==> config.mk <==
export PLATFORM = sky130hd
export DESIGN_NAME = status_scan_ctrl
export DESIGN_NICKNAME = d
export VERILOG_FILES = /design/src/rtl/status_pkg.sv /design/src/rtl/status_scan_ctrl_rr_pick.sv /design/src/rtl/status_scan_ctrl.sv
export SDC_FILE = /design/constraint.sdc
export NUM_CORES = 1
export LEC_CHECK = 0
export BUFFER_PORTS_ARGS = -buffer_cell sky130_fd_sc_hd__buf_2
export CAP_MARGIN = 15
export CELL_PAD_IN_SITES_DETAIL_PLACEMENT = 0
export CELL_PAD_IN_SITES_GLOBAL_PLACEMENT = 1
export CORE_ASPECT_RATIO = 0.8
export CORE_UTILIZATION = 47
export DETAILED_ROUTE_END_ITERATION = 16
export HOLD_SLACK_MARGIN = 0.12
export PLACE_DENSITY_LB_ADDON = 0.15
export SLEW_MARGIN = 40
export SYNTH_ARGS = -nofsm -noshare
export SYNTH_HDL_FRONTEND = slang
export SYNTH_SLANG_ARGS = --single-unit
==> constraint.sdc <==
create_clock -name clk_i -period 6.35 [get_ports clk_i]
set_input_delay 0.3175 -clock clk_i [delete_from_list [all_inputs] [get_ports clk_i]]
set_output_delay 0.3175 -clock clk_i [all_outputs]
set_load 0.005 [all_outputs]
==> src/rtl/status_pkg.sv <==
// -----------------------------------------------------------------------------
// status_pkg
// Shared types and constants for the status display scan controller.
//   scan_state_e : scan FSM states (IDLE, CLEAR, SHOW)
//   temp_t       : signed 8-bit temperature sample
//   HOT_LIMIT_C  : default upper alarm limit (sample > limit is an alarm)
//   COLD_LIMIT_C : default lower alarm limit (sample < limit is an alarm)
//   is_alarm()   : signed range check of one sample against both limits
// -----------------------------------------------------------------------------
package status_pkg;

    typedef enum logic [1:0] {
        IDLE  = 2'd0,
        CLEAR = 2'd1,
        SHOW  = 2'd2
    } scan_state_e;

    typedef logic signed [7:0] temp_t;

    localparam int HOT_LIMIT_C  = 60;
    localparam int COLD_LIMIT_C = -50;

    // Sign-extend the sample to int so the compare is signed regardless of
    // how the limits were declared.
    function automatic logic is_alarm(input temp_t s, input int hot, input int cold);
        return (int'(s) > hot) || (int'(s) < cold);
    endfunction

endpackage

==> src/rtl/status_scan_ctrl_rr_pick.sv <==
// -----------------------------------------------------------------------------
// rr_pick
// Combinational round-robin next-set-bit finder.
// Searches req_i starting at start_i+1, wrapping around, and tests start_i
// itself last. Passing start_i = NUM_CH-1 therefore yields the lowest set bit.
// Ports:
//   req_i   in  NUM_CH          request mask
//   start_i in  $clog2(NUM_CH)  index the search starts after
//   found_o out 1               at least one request bit is set
//   idx_o   out $clog2(NUM_CH)  first set index in search order (0 if none)
// -----------------------------------------------------------------------------
module rr_pick #(
    parameter int NUM_CH = 4
) (
    input  logic [NUM_CH-1:0]         req_i,
    input  logic [$clog2(NUM_CH)-1:0] start_i,
    output logic                      found_o,
    output logic [$clog2(NUM_CH)-1:0] idx_o
);

    localparam int IW = $clog2(NUM_CH);

    logic [IW-1:0] cand;

    // Walk from the farthest offset back to the nearest one so that the
    // nearest hit after start_i overwrites any farther hit.
    always_comb begin
        found_o = 1'b0;
        idx_o   = '0;
        cand    = '0;
        for (int off = NUM_CH; off >= 1; off--) begin
            cand = IW'((int'(start_i) + off) % NUM_CH);
            if (req_i[cand]) begin
                found_o = 1'b1;
                idx_o   = cand;
            end
        end
    end

endmodule

==> src/rtl/status_scan_ctrl.sv <==
// -----------------------------------------------------------------------------
// status_scan_ctrl
// Shares one 14-segment status display between NUM_CH temperature channels.
// Captures each channel's latest signed sample, scans channels round-robin
// with a fixed dwell, lets alarmed channels preempt the normal scan, and
// pulses a one-cycle display clear before every channel switch.
// Ports:
//   clk_i          in  1              system clock
//   rst_ni         in  1              asynchronous active-low reset
//   enable_i       in  1              scan enable (low forces IDLE)
//   sample_i       in  NUM_CH*8       signed samples, channel k at [8k +: 8]
//   sample_valid_i in  NUM_CH         per-channel capture strobe
//   data_o         out 8              signed sample for the display
//   chan_o         out $clog2(NUM_CH) channel currently shown
//   disp_clear_o   out 1              one-cycle display clear
//   alarm_o        out 1              shown channel is in alarm
// -----------------------------------------------------------------------------
module status_scan_ctrl
    import status_pkg::*;
#(
    parameter int NUM_CH       = 4,
    parameter int DWELL_CYCLES = 4,
    parameter int HOT_LIMIT    = HOT_LIMIT_C,
    parameter int COLD_LIMIT   = COLD_LIMIT_C
) (
    input  logic                      clk_i,
    input  logic                      rst_ni,
    input  logic                      enable_i,
    input  logic [NUM_CH*8-1:0]       sample_i,
    input  logic [NUM_CH-1:0]         sample_valid_i,
    output logic signed [7:0]         data_o,
    output logic [$clog2(NUM_CH)-1:0] chan_o,
    output logic                      disp_clear_o,
    output logic                      alarm_o
);

    localparam int IW = $clog2(NUM_CH);
    localparam int CW = (DWELL_CYCLES > 1) ? $clog2(DWELL_CYCLES) : 1;
    localparam logic [CW-1:0] DWELL_LOAD = CW'(DWELL_CYCLES - 1);
    localparam logic [IW-1:0] LAST_CH    = IW'(NUM_CH - 1);

    // -------------------------------------------------------------------------
    // Sample capture
    // -------------------------------------------------------------------------
    temp_t             samples_q [NUM_CH];
    logic [NUM_CH-1:0] has_data_q;

    always_ff @(posedge clk_i or negedge rst_ni) begin
        if (!rst_ni) begin
            for (int k = 0; k < NUM_CH; k++) begin
                samples_q[k] <= '0;
            end
            has_data_q <= '0;
        end else begin
            for (int k = 0; k < NUM_CH; k++) begin
                if (sample_valid_i[k]) begin
                    samples_q[k]  <= sample_i[k*8 +: 8];
                    has_data_q[k] <= 1'b1;
                end
            end
        end
    end

    // -------------------------------------------------------------------------
    // Alarm vector, evaluated combinationally from the stored samples so that
    // a capture at one edge can already steer the FSM at the next edge.
    // -------------------------------------------------------------------------
    logic [NUM_CH-1:0] alarm;

    for (genvar gi = 0; gi < NUM_CH; gi++) begin : g_alarm
        assign alarm[gi] = has_data_q[gi] & is_alarm(samples_q[gi], HOT_LIMIT, COLD_LIMIT);
    end

    // -------------------------------------------------------------------------
    // Registers
    // -------------------------------------------------------------------------
    scan_state_e   state_q, state_d;
    logic [CW-1:0] cnt_q, cnt_d;
    logic [IW-1:0] chan_q, chan_d;
    temp_t         data_q, data_d;
    logic          clear_q, clear_d;
    logic          alarm_q, alarm_d;

    // -------------------------------------------------------------------------
    // Channel pickers
    // -------------------------------------------------------------------------
    logic          preempt;
    logic [IW-1:0] pick_start;
    logic          alarm_found, data_found;
    logic [IW-1:0] alarm_idx, data_idx;
    logic [IW-1:0] next_chan;

    // A non-alarmed channel in SHOW gives way as soon as any alarm exists.
    assign preempt = (state_q == SHOW) && !alarm[chan_q] && (|alarm);

    // Dwell expiry searches after the current channel; the first pick out of
    // IDLE and a preemption both want the lowest index, which is what a
    // search starting after the last channel produces.
    assign pick_start = ((state_q == SHOW) && !preempt) ? chan_q : LAST_CH;

    rr_pick #(.NUM_CH(NUM_CH)) u_pick_alarm (
        .req_i   (alarm),
        .start_i (pick_start),
        .found_o (alarm_found),
        .idx_o   (alarm_idx)
    );

    rr_pick #(.NUM_CH(NUM_CH)) u_pick_data (
        .req_i   (has_data_q),
        .start_i (pick_start),
        .found_o (data_found),
        .idx_o   (data_idx)
    );

    // Alarmed channels take precedence over ordinary ones in every pick.
    assign next_chan = alarm_found ? alarm_idx : data_idx;

    // -------------------------------------------------------------------------
    // Next-state and next-output logic
    // -------------------------------------------------------------------------
    always_comb begin
        state_d = state_q;
        cnt_d   = cnt_q;
        chan_d  = chan_q;

        if (!enable_i) begin
            state_d = IDLE;
        end else begin
            case (state_q)
                IDLE: begin
                    if (data_found) begin
                        state_d = CLEAR;
                        chan_d  = next_chan;
                    end
                end
                CLEAR: begin
                    state_d = SHOW;
                    cnt_d   = DWELL_LOAD;
                end
                SHOW: begin
                    if (preempt) begin
                        state_d = CLEAR;
                        chan_d  = next_chan;
                    end else if (cnt_q == '0) begin
                        // Same channel picked again: keep showing it without
                        // restarting the display history.
                        if (next_chan != chan_q) begin
                            state_d = CLEAR;
                            chan_d  = next_chan;
                        end else begin
                            cnt_d = DWELL_LOAD;
                        end
                    end else begin
                        cnt_d = cnt_q - 1'b1;
                    end
                end
                default: begin
                    state_d = IDLE;
                end
            endcase
        end

        // Outputs are registered, so they are derived from the next state and
        // next channel; a sample update reaches data_o one cycle after capture.
        clear_d = (state_d == CLEAR);
        data_d  = (state_d == SHOW) ? samples_q[chan_d] : '0;
        alarm_d = (state_d == SHOW) ? alarm[chan_d] : 1'b0;
    end

    always_ff @(posedge clk_i or negedge rst_ni) begin
        if (!rst_ni) begin
            state_q <= IDLE;
            cnt_q   <= '0;
            chan_q  <= '0;
            data_q  <= '0;
            clear_q <= 1'b0;
            alarm_q <= 1'b0;
        end else begin
            state_q <= state_d;
            cnt_q   <= cnt_d;
            chan_q  <= chan_d;
            data_q  <= data_d;
            clear_q <= clear_d;
            alarm_q <= alarm_d;
        end
    end

    assign data_o       = data_q;
    assign chan_o       = chan_q;
    assign disp_clear_o = clear_q;
    assign alarm_o      = alarm_q;

endmodule
Word-level counts from Yosys, hierarchy flattened
Index checks and enable logic that the tools add are counted.
{"block": "totals", "ff_bits": 52, "out_inout_bits": 12, "word_cells": 119, "input_bits": 39}
{"block": "classes", "n_eq_ne": 7, "reduce_logical": 14, "muxes": 59, "bitwise_logic": 5, "n_addsub": 5, "magnitude_cmp": 15}
{"op": "2-bit 2-to-1 mux", "count": 23}
{"op": "8-bit by 7-bit > comparator with 1-bit output, second input constant", "count": 4}
{"op": "8-bit by 7-bit less-than comparator with 1-bit output, second input constant", "count": 4}
{"op": "8-bit 2-to-1 mux", "count": 3}
{"op": "1-bit binary-select mux with 2-bit select", "count": 10}
{"op": "1-bit 2-to-1 mux", "count": 19}
{"op": "2-bit by 3-bit less-than comparator with 1-bit output, second input constant", "count": 6}
{"op": "8-bit binary-select mux with 2-bit select", "count": 1}
{"op": "2-bit case mux with 2 select lines", "count": 2}
{"op": "2-bit case mux with 3 select lines", "count": 1}
{"op": "2-bit by 1-bit adder with 2-bit output, second input constant", "count": 2}
{"op": "2-bit adder, second input constant", "count": 2}
{"op": "1-bit bitwise AND", "count": 4}
{"op": "2-bit by 1-bit equality test with 1-bit output, second input constant", "count": 2}
{"op": "2-bit equality test, second input constant", "count": 2}
{"op": "2-bit logical NOT", "count": 2}
{"op": "1-bit logical OR", "count": 4}
{"op": "4-bit AND reduction", "count": 1}
{"op": "4-bit OR reduction", "count": 1}
{"op": "3-bit >= comparator, second input constant", "count": 1}
{"op": "1-bit logical AND", "count": 3}
{"op": "3-bit inequality test, second input constant", "count": 1}
{"op": "2-bit inverter with 3-bit output", "count": 1}
{"op": "1-bit logical NOT", "count": 2}
{"op": "other kinds (4)", "count": 4}

Longest topological paths before layout
{"block": "logic_depth", "ltp_word": 30, "depth_mapped": 15, "mapped_depth_nobuf": 15}

Modules after synthesis
From an unflattened synthesis, not the netlist that was laid out.
{"block": "unflattened", "hier_cells": 256, "area_unflattened_um2": 2852.7}
{"mod": "status_scan_ctrl", "seq_area_each_um2": 1301.2, "area_each_um2": 2670.1, "n_inst": 1, "cells_per_inst": 228}
{"mod": "rr_pick", "seq_area_each_um2": 0.0, "area_each_um2": 91.3, "n_inst": 2, "cells_per_inst": 14}

Least setup slack after synthesis
No wires, ideal clock.
{"block": "synth_path", "kind": "flip-flop to flip-flop", "from": "reg samples_q[26] (netlist name)", "to": "reg data_q[1] (netlist: data_o[1])", "t_arrival_ns": 3.416, "t_required_ns": 6.256, "setup_time_ns": 0.094, "setup_slack_ns": 2.840, "synth_period_minus_slack_ns": 3.510, "stages_incl_launch_ff": 15, "n_path_buf": 2, "cell_sequence": "dfrtp_1 > nand2_1 > o311a_1 > or2_1 > buf_6 > a31o_1 > a221oi_1 > a21oi_1 > o21a_1 > a211oi_1 > nand3_1 > a221oi_2 > buf_6 > mux4_2 > a211oi_1"}
{"block": "synth_via", "elab_chain_cells": 30, "word_cells_on_any_way": 69, "cone_classes": "4 x add/sub; 2 x order compare; 2 x eq/ne; 52 x mux; 2 x bitwise; 7 x reduce/logical"}
{"element": "start, declared", "line": "status_scan_ctrl.sv:45", "source": "temp_t samples_q [NUM_CH];"}
{"element": "start signal, assigned by index", "line": "status_scan_ctrl.sv:57", "source": "samples_q[k] <= sample_i[k*8 +: 8];"}
{"element": "8-bit by 7-bit > comparator with 1-bit output or 8-bit by 7-bit less-than comparator with 1-bit output (tied branches)", "line": "status_pkg.sv:26", "source": "return (int'(s) > hot) || (int'(s) < cold);"}
{"element": "1-bit logical OR (*)", "line": "status_pkg.sv:26"}
{"element": "1-bit bitwise AND (*)", "line": "status_scan_ctrl.sv:71", "source": "assign alarm[gi] = has_data_q[gi] & is_alarm(samples_q[gi], HOT_LIMIT, COLD_LIMIT);"}
{"element": "1-bit binary-select mux with 2-bit select", "line": "status_scan_ctrl.sv:94", "source": "assign preempt = (state_q == SHOW) && !alarm[chan_q] && (|alarm);"}
{"element": "1-bit 2-to-1 mux (not written as such)", "line": "status_scan_ctrl.sv:94"}
{"element": "1-bit logical NOT", "line": "status_scan_ctrl.sv:94"}
{"element": "1-bit logical AND (2 in a row)", "line": "status_scan_ctrl.sv:94"}
{"element": "1-bit logical NOT", "line": "status_scan_ctrl.sv:99", "source": "assign pick_start = ((state_q == SHOW) && !preempt) ? chan_q : LAST_CH;"}
{"element": "[14 not listed]"}
{"element": "2-bit case mux with 2 select lines (*)", "line": "status_scan_ctrl.sv:129", "source": "case (state_q)"}
{"element": "2-bit 2-to-1 mux (*)", "line": "status_scan_ctrl.sv:126", "source": "if (!enable_i) begin"}
{"element": "via chan_d[0]", "line": "status_scan_ctrl.sv:79", "source": "logic [IW-1:0] chan_q, chan_d;"}
{"element": "2-bit inverter with 3-bit output (not written as such) (*)", "line": "status_scan_ctrl.sv:166", "source": "data_d = (state_d == SHOW) ? samples_q[chan_d] : '0;"}
{"element": "8-bit binary-select mux with 2-bit select (*)", "line": "status_scan_ctrl.sv:166"}
{"element": "8-bit 2-to-1 mux (not written as such) (*) (2 in a row)", "line": "status_scan_ctrl.sv:166"}
{"element": "8-bit 2-to-1 mux (*)", "line": "status_scan_ctrl.sv:166"}
{"element": "via data_d[1]", "line": "status_scan_ctrl.sv:80", "source": "temp_t data_q, data_d;"}
{"element": "end signal, assigned", "line": "status_scan_ctrl.sv:182", "source": "data_q <= data_d;"}
{"element": "end, declared", "line": "status_scan_ctrl.sv:80"}
Mark *: on every way through the listed nets, which the timed path passes. The rest lies on a longest branch. The select of a mux whose other input is x is not followed.
A chain may end at the register's enable or synchronous reset.

Final worst setup path
{"block": "layout_path", "from": "reg state_q[0]", "to": "reg data_q[5] (netlist: data_o[5])"}
{"block": "layout_via", "elab_chain_cells": 25, "word_cells_on_any_way": 64, "cone_classes": "4 x add/sub; 4 x eq/ne; 50 x mux; 1 x bitwise; 5 x reduce/logical"}
{"element": "start, declared", "line": "status_scan_ctrl.sv:77", "source": "scan_state_e state_q, state_d;"}
{"element": "start signal, assigned", "line": "status_scan_ctrl.sv:179", "source": "state_q <= state_d;"}
{"element": "2-bit equality test", "line": "status_scan_ctrl.sv:94, status_scan_ctrl.sv:99, status_scan_ctrl.sv:129"}
{"element": "1-bit logical AND (2 in a row)", "line": "status_scan_ctrl.sv:94"}
{"element": "1-bit logical NOT", "line": "status_scan_ctrl.sv:99"}
{"element": "1-bit logical AND", "line": "status_scan_ctrl.sv:99"}
{"element": "2-bit 2-to-1 mux", "line": "status_scan_ctrl.sv:99"}
{"element": "2-bit by 1-bit adder with 2-bit output", "line": "status_scan_ctrl_rr_pick.sv:32", "source": "cand = IW'((int'(start_i) + off) % NUM_CH);"}
{"element": "1-bit binary-select mux with 2-bit select", "line": "status_scan_ctrl_rr_pick.sv:33", "source": "if (req_i[cand]) begin"}
{"element": "1-bit 2-to-1 mux (not written as such)", "line": "status_scan_ctrl_rr_pick.sv:33"}
{"element": "[8 not listed]"}
{"element": "2-bit 2-to-1 mux", "line": "status_scan_ctrl.sv:141", "source": "if (preempt) begin"}
{"element": "2-bit case mux with 2 select lines", "line": "status_scan_ctrl.sv:129"}
{"element": "2-bit 2-to-1 mux", "line": "status_scan_ctrl.sv:126"}
{"element": "2-bit inverter with 3-bit output (not written as such)", "line": "status_scan_ctrl.sv:166"}
{"element": "8-bit binary-select mux with 2-bit select", "line": "status_scan_ctrl.sv:166"}
{"element": "8-bit 2-to-1 mux (not written as such) (2 in a row)", "line": "status_scan_ctrl.sv:166"}
{"element": "8-bit 2-to-1 mux (*)", "line": "status_scan_ctrl.sv:166"}
{"element": "via data_d[5]", "line": "status_scan_ctrl.sv:80"}
Marked as above.

==> impl_results.md <==
- CTS Sinks: 52
- Starting Density: 50.23%
- Cell row count: 26
- Final non-filler cell area: 3659 µm²
- Via/cell ratio: 5.998
- Fillcell total: 616
- Mean post-synth cell area: 8.945 µm²
- Pwr/cell area: 280.2 nW/µm²
- Antenna Nets Post-Route: 0
- Critical-path cell with the highest stage delay: a221oi_4
- Area Growth Syn to Fin: 10.84%
- Num ports: 51
- Wire per inst: 17.26 µm
- Drt pass-1 iters: 5
- Die area: 7364 µm²
- # Post-CTS Setup Buffers: 0
- Global-route wire length before repair: 14.16 mm
- Fin crit share: 70.18%
- Peak VDD IR: 0.1194 mV
- Max Slew Vio Count: 0
- Syn Nets: 413
- Proportion of layout cells with a drive suffix above 1: 23.60%
- Clock buffer depth: 2
- CORE AREA: 6571 µm²
- Crit path time final: 4.457 ns
- Grt ovf: 0
- Arrival time at the worst endpoint: 4.68 ns
- # hold bufs at CTS: 0
- Kind of critical path: reg -> reg
- Worst setup SP type: register
- Hold Path Class: in -> async
- Yosys reg bits: 52
- Vias: 2969
- Clock transition at the registers of the reported paths: 0.10 ns
- Clk Latency, worst-skew pair: 0.31 ns
- CP cell instances: inv_1, ha_1, inv_1, nor3_1, o21ai_0, a21o_2, nand2_1, nor3_1, a211oi_1, nand3_1, a221oi_4, mux4_2, a211oi_1
- Final wirelength: 8.543 mm
- Max stage delay on crit path: 0.65 ns
- Max_cap viols: 0
- CTS-repair resized insts: 0
- Num CTS Buffers: 5
- Worst Setup End Kind: register
- Slew @ Worst Pin: 0.7125 ns
- Final Total Pwr: 1.025 mW
- Pin count of the biggest net entering global routing: 53
- Post-synth EDFFs: 0
- Setup TNS: 0 ns
- Worst Path Required: 6.58 ns
- Library cells used by synthesis: 62
- Async SR Flop Fraction: 100.0%
- RSZ-0062 raised after global routing: no
- Final setup fails: 0
- Seq/Total Area, Yosys: 39.42%
- Mapped cell area: 3301 µm²
- Vias in the first global route: 2798
- Worst reg2reg setup slack: 1.89 ns
- Placed cell area: 3568 µm²
- Clk root buf: clkbuf_8
- Status: completed
- Initial drt markers: 229
- Drt drc: 0
- Post-DP HPWL: 6.574 mm
- Final hold vios: 0
- Final #Nets: 454
- Worst Path Max Fanout: 15
- Leak: 1.670 nW
- Top_reg_cell synth: dfrtp_1
- Reg2Reg Depth: 13
- Die height: 76.96 µm
- Setup slack after layout: 1.894 ns
- Rel. slew slack: 52.35%
- Gate Count Post-Synth: 369
- Placer congestion estimate: 0.9426
- Port Buffers: 50
- Post-placement setup slack: 1.978 ns
- TritonCTS clock tree: yes
- Synth warn: 0
- Top cell type's share of synthesized area: 39.42%
- H-tree levels: 2
- FF-to-FF End: data_o[5]
- Diode count: 0
- Worst clock skew: 0.01045 ns
- Top post-synthesis cells by area: dfrtp_1, o21ai_0, mux4_2, nand2_1, inv_1
- Fmax: 0.2244 GHz
- Antenna violations before repair: 0
- Area leader, netlist: dfrtp_1
- Reg-to-reg startpoint: state_q[0]
- Total track usage: 25.04%
- Chip Width: 95.69 µm
[per-layer routing]
layer | global-route usage (%) | vias up | wire, µm
met4 | 3.881 | 0 | 63
met2 | 35.29 | 136 | 3586
met3 | 5.952 | 11 | 724
met1 | 39.24 | 1401 | 4168
li1 | - | 1421 | -
met5 | 0 | - | 0
[cells in the final DEF (no fill, tap or decap), drive strengths merged, types with 3 or more instances in the layout]
cell	n
or2	11
o211ai	9
nand4	7
dfrtp	52
o21a	4
ha	5
nor2	18
mux4	9
and3	3
a21oi	10
a211o	3
clkbuf	5
o211a	4
inv	43
a221oi	4
a31o	3
buf	51
nor3	15
o22ai	3
o21ai	46
a211oi	13
nor4	7
a31oi	4
nand3	6
nand2	46
[state kept, by name, summed over array words and instances (netlist names)]
register and count:
samples_q 32, has_data_q 4, disp_clear_o 1, data_o 8
cnt_q 2, state_q 2, chan_o 2, alarm_o 1
[kinds of logic after synthesis]
group                    synth area share, %
AO/OA/AOI/OAI                          25.17
multiplexers                           6.141
adder cells (fa/ha/maj)                1.895
buffers and inverters                  7.998
AND/OR/NAND/NOR                        19.37
flip-flops                             39.42
[power breakdown]
group	internal, mW	switching, mW
Clock	0.0784	0.115
Sequential	0.365	0.0462
Combinational	0.174	0.246
Total	0.618	0.407
[cell usage after synthesis (all sizes together), types with 2 or more instances]
cell type / n
o21a: 4
nand2b: 2
inv: 42
a21oi: 10
nand3: 6
o2111ai: 2
a211o: 3
a221oi: 4
o21bai: 2
o22ai: 3
nor4: 7
buf: 4
dfrtp: 52
and3: 3
a31oi: 4
a21o: 2
a31o: 3
o211ai: 9
nor2: 18
o211a: 4
and4: 2
nand2: 46
ha: 5
nand4: 7
a32oi: 2
nor2b: 2
or2: 11
a211oi: 13
clkbuf: 13
mux4: 9
nor3: 15
and2: 2
or4: 2
o21ai: 46
[metrics by stage]
step | utilization, % | cells | hold slack (ns)
6_report | 55.67 | 495 | 0.1058
5_1_grt | 55.67 | 495 | 0.1589
4_1_cts | 55.67 | 495 | 0.1274
3_5_place_dp | 54.30 | 487 | 0.4715
3_3_place_gp | 54.13 | 487 | 0.4673
2_1_floorplan | - | 369 | 0.02191
[cell type report]
class	count	area (µm²)	area share [%]
inverters	42	157.7	4.309
clock buffers	5	68.82	1.881
repair buffers	51	257.7	7.045
well taps	84	105.1	2.873
clock inverters	3	21.27	0.5814
multi-input cells	258	1747	47.74
flip-flops and latches	52	1301	35.57
[worst max path at each step]
stage                   from         to  cells past startpoint
6_report          state_q[0]  data_o[5]                     13
5_1_grt           state_q[0]  data_o[6]                     13
4_1_cts           state_q[0]  data_o[5]                     13
3_5_place_dp      state_q[0]  data_o[5]                     13
3_3_place_gp       chan_o[0]  data_o[2]                     11
2_1_floorplan  samples_q[26]  data_o[1]                     14
[critical path, delay by kind of cell (launching register included)]
kind | cells | cell delay [ns]
mux | 1 | 0.58
fa+ha+maj | 1 | 0.50
flops | 1 | 0.43
simple gates | 4 | 0.92
buf+inv | 2 | 0.36
compound gates | 5 | 1.59
Power figures use the tool's default switching activity.
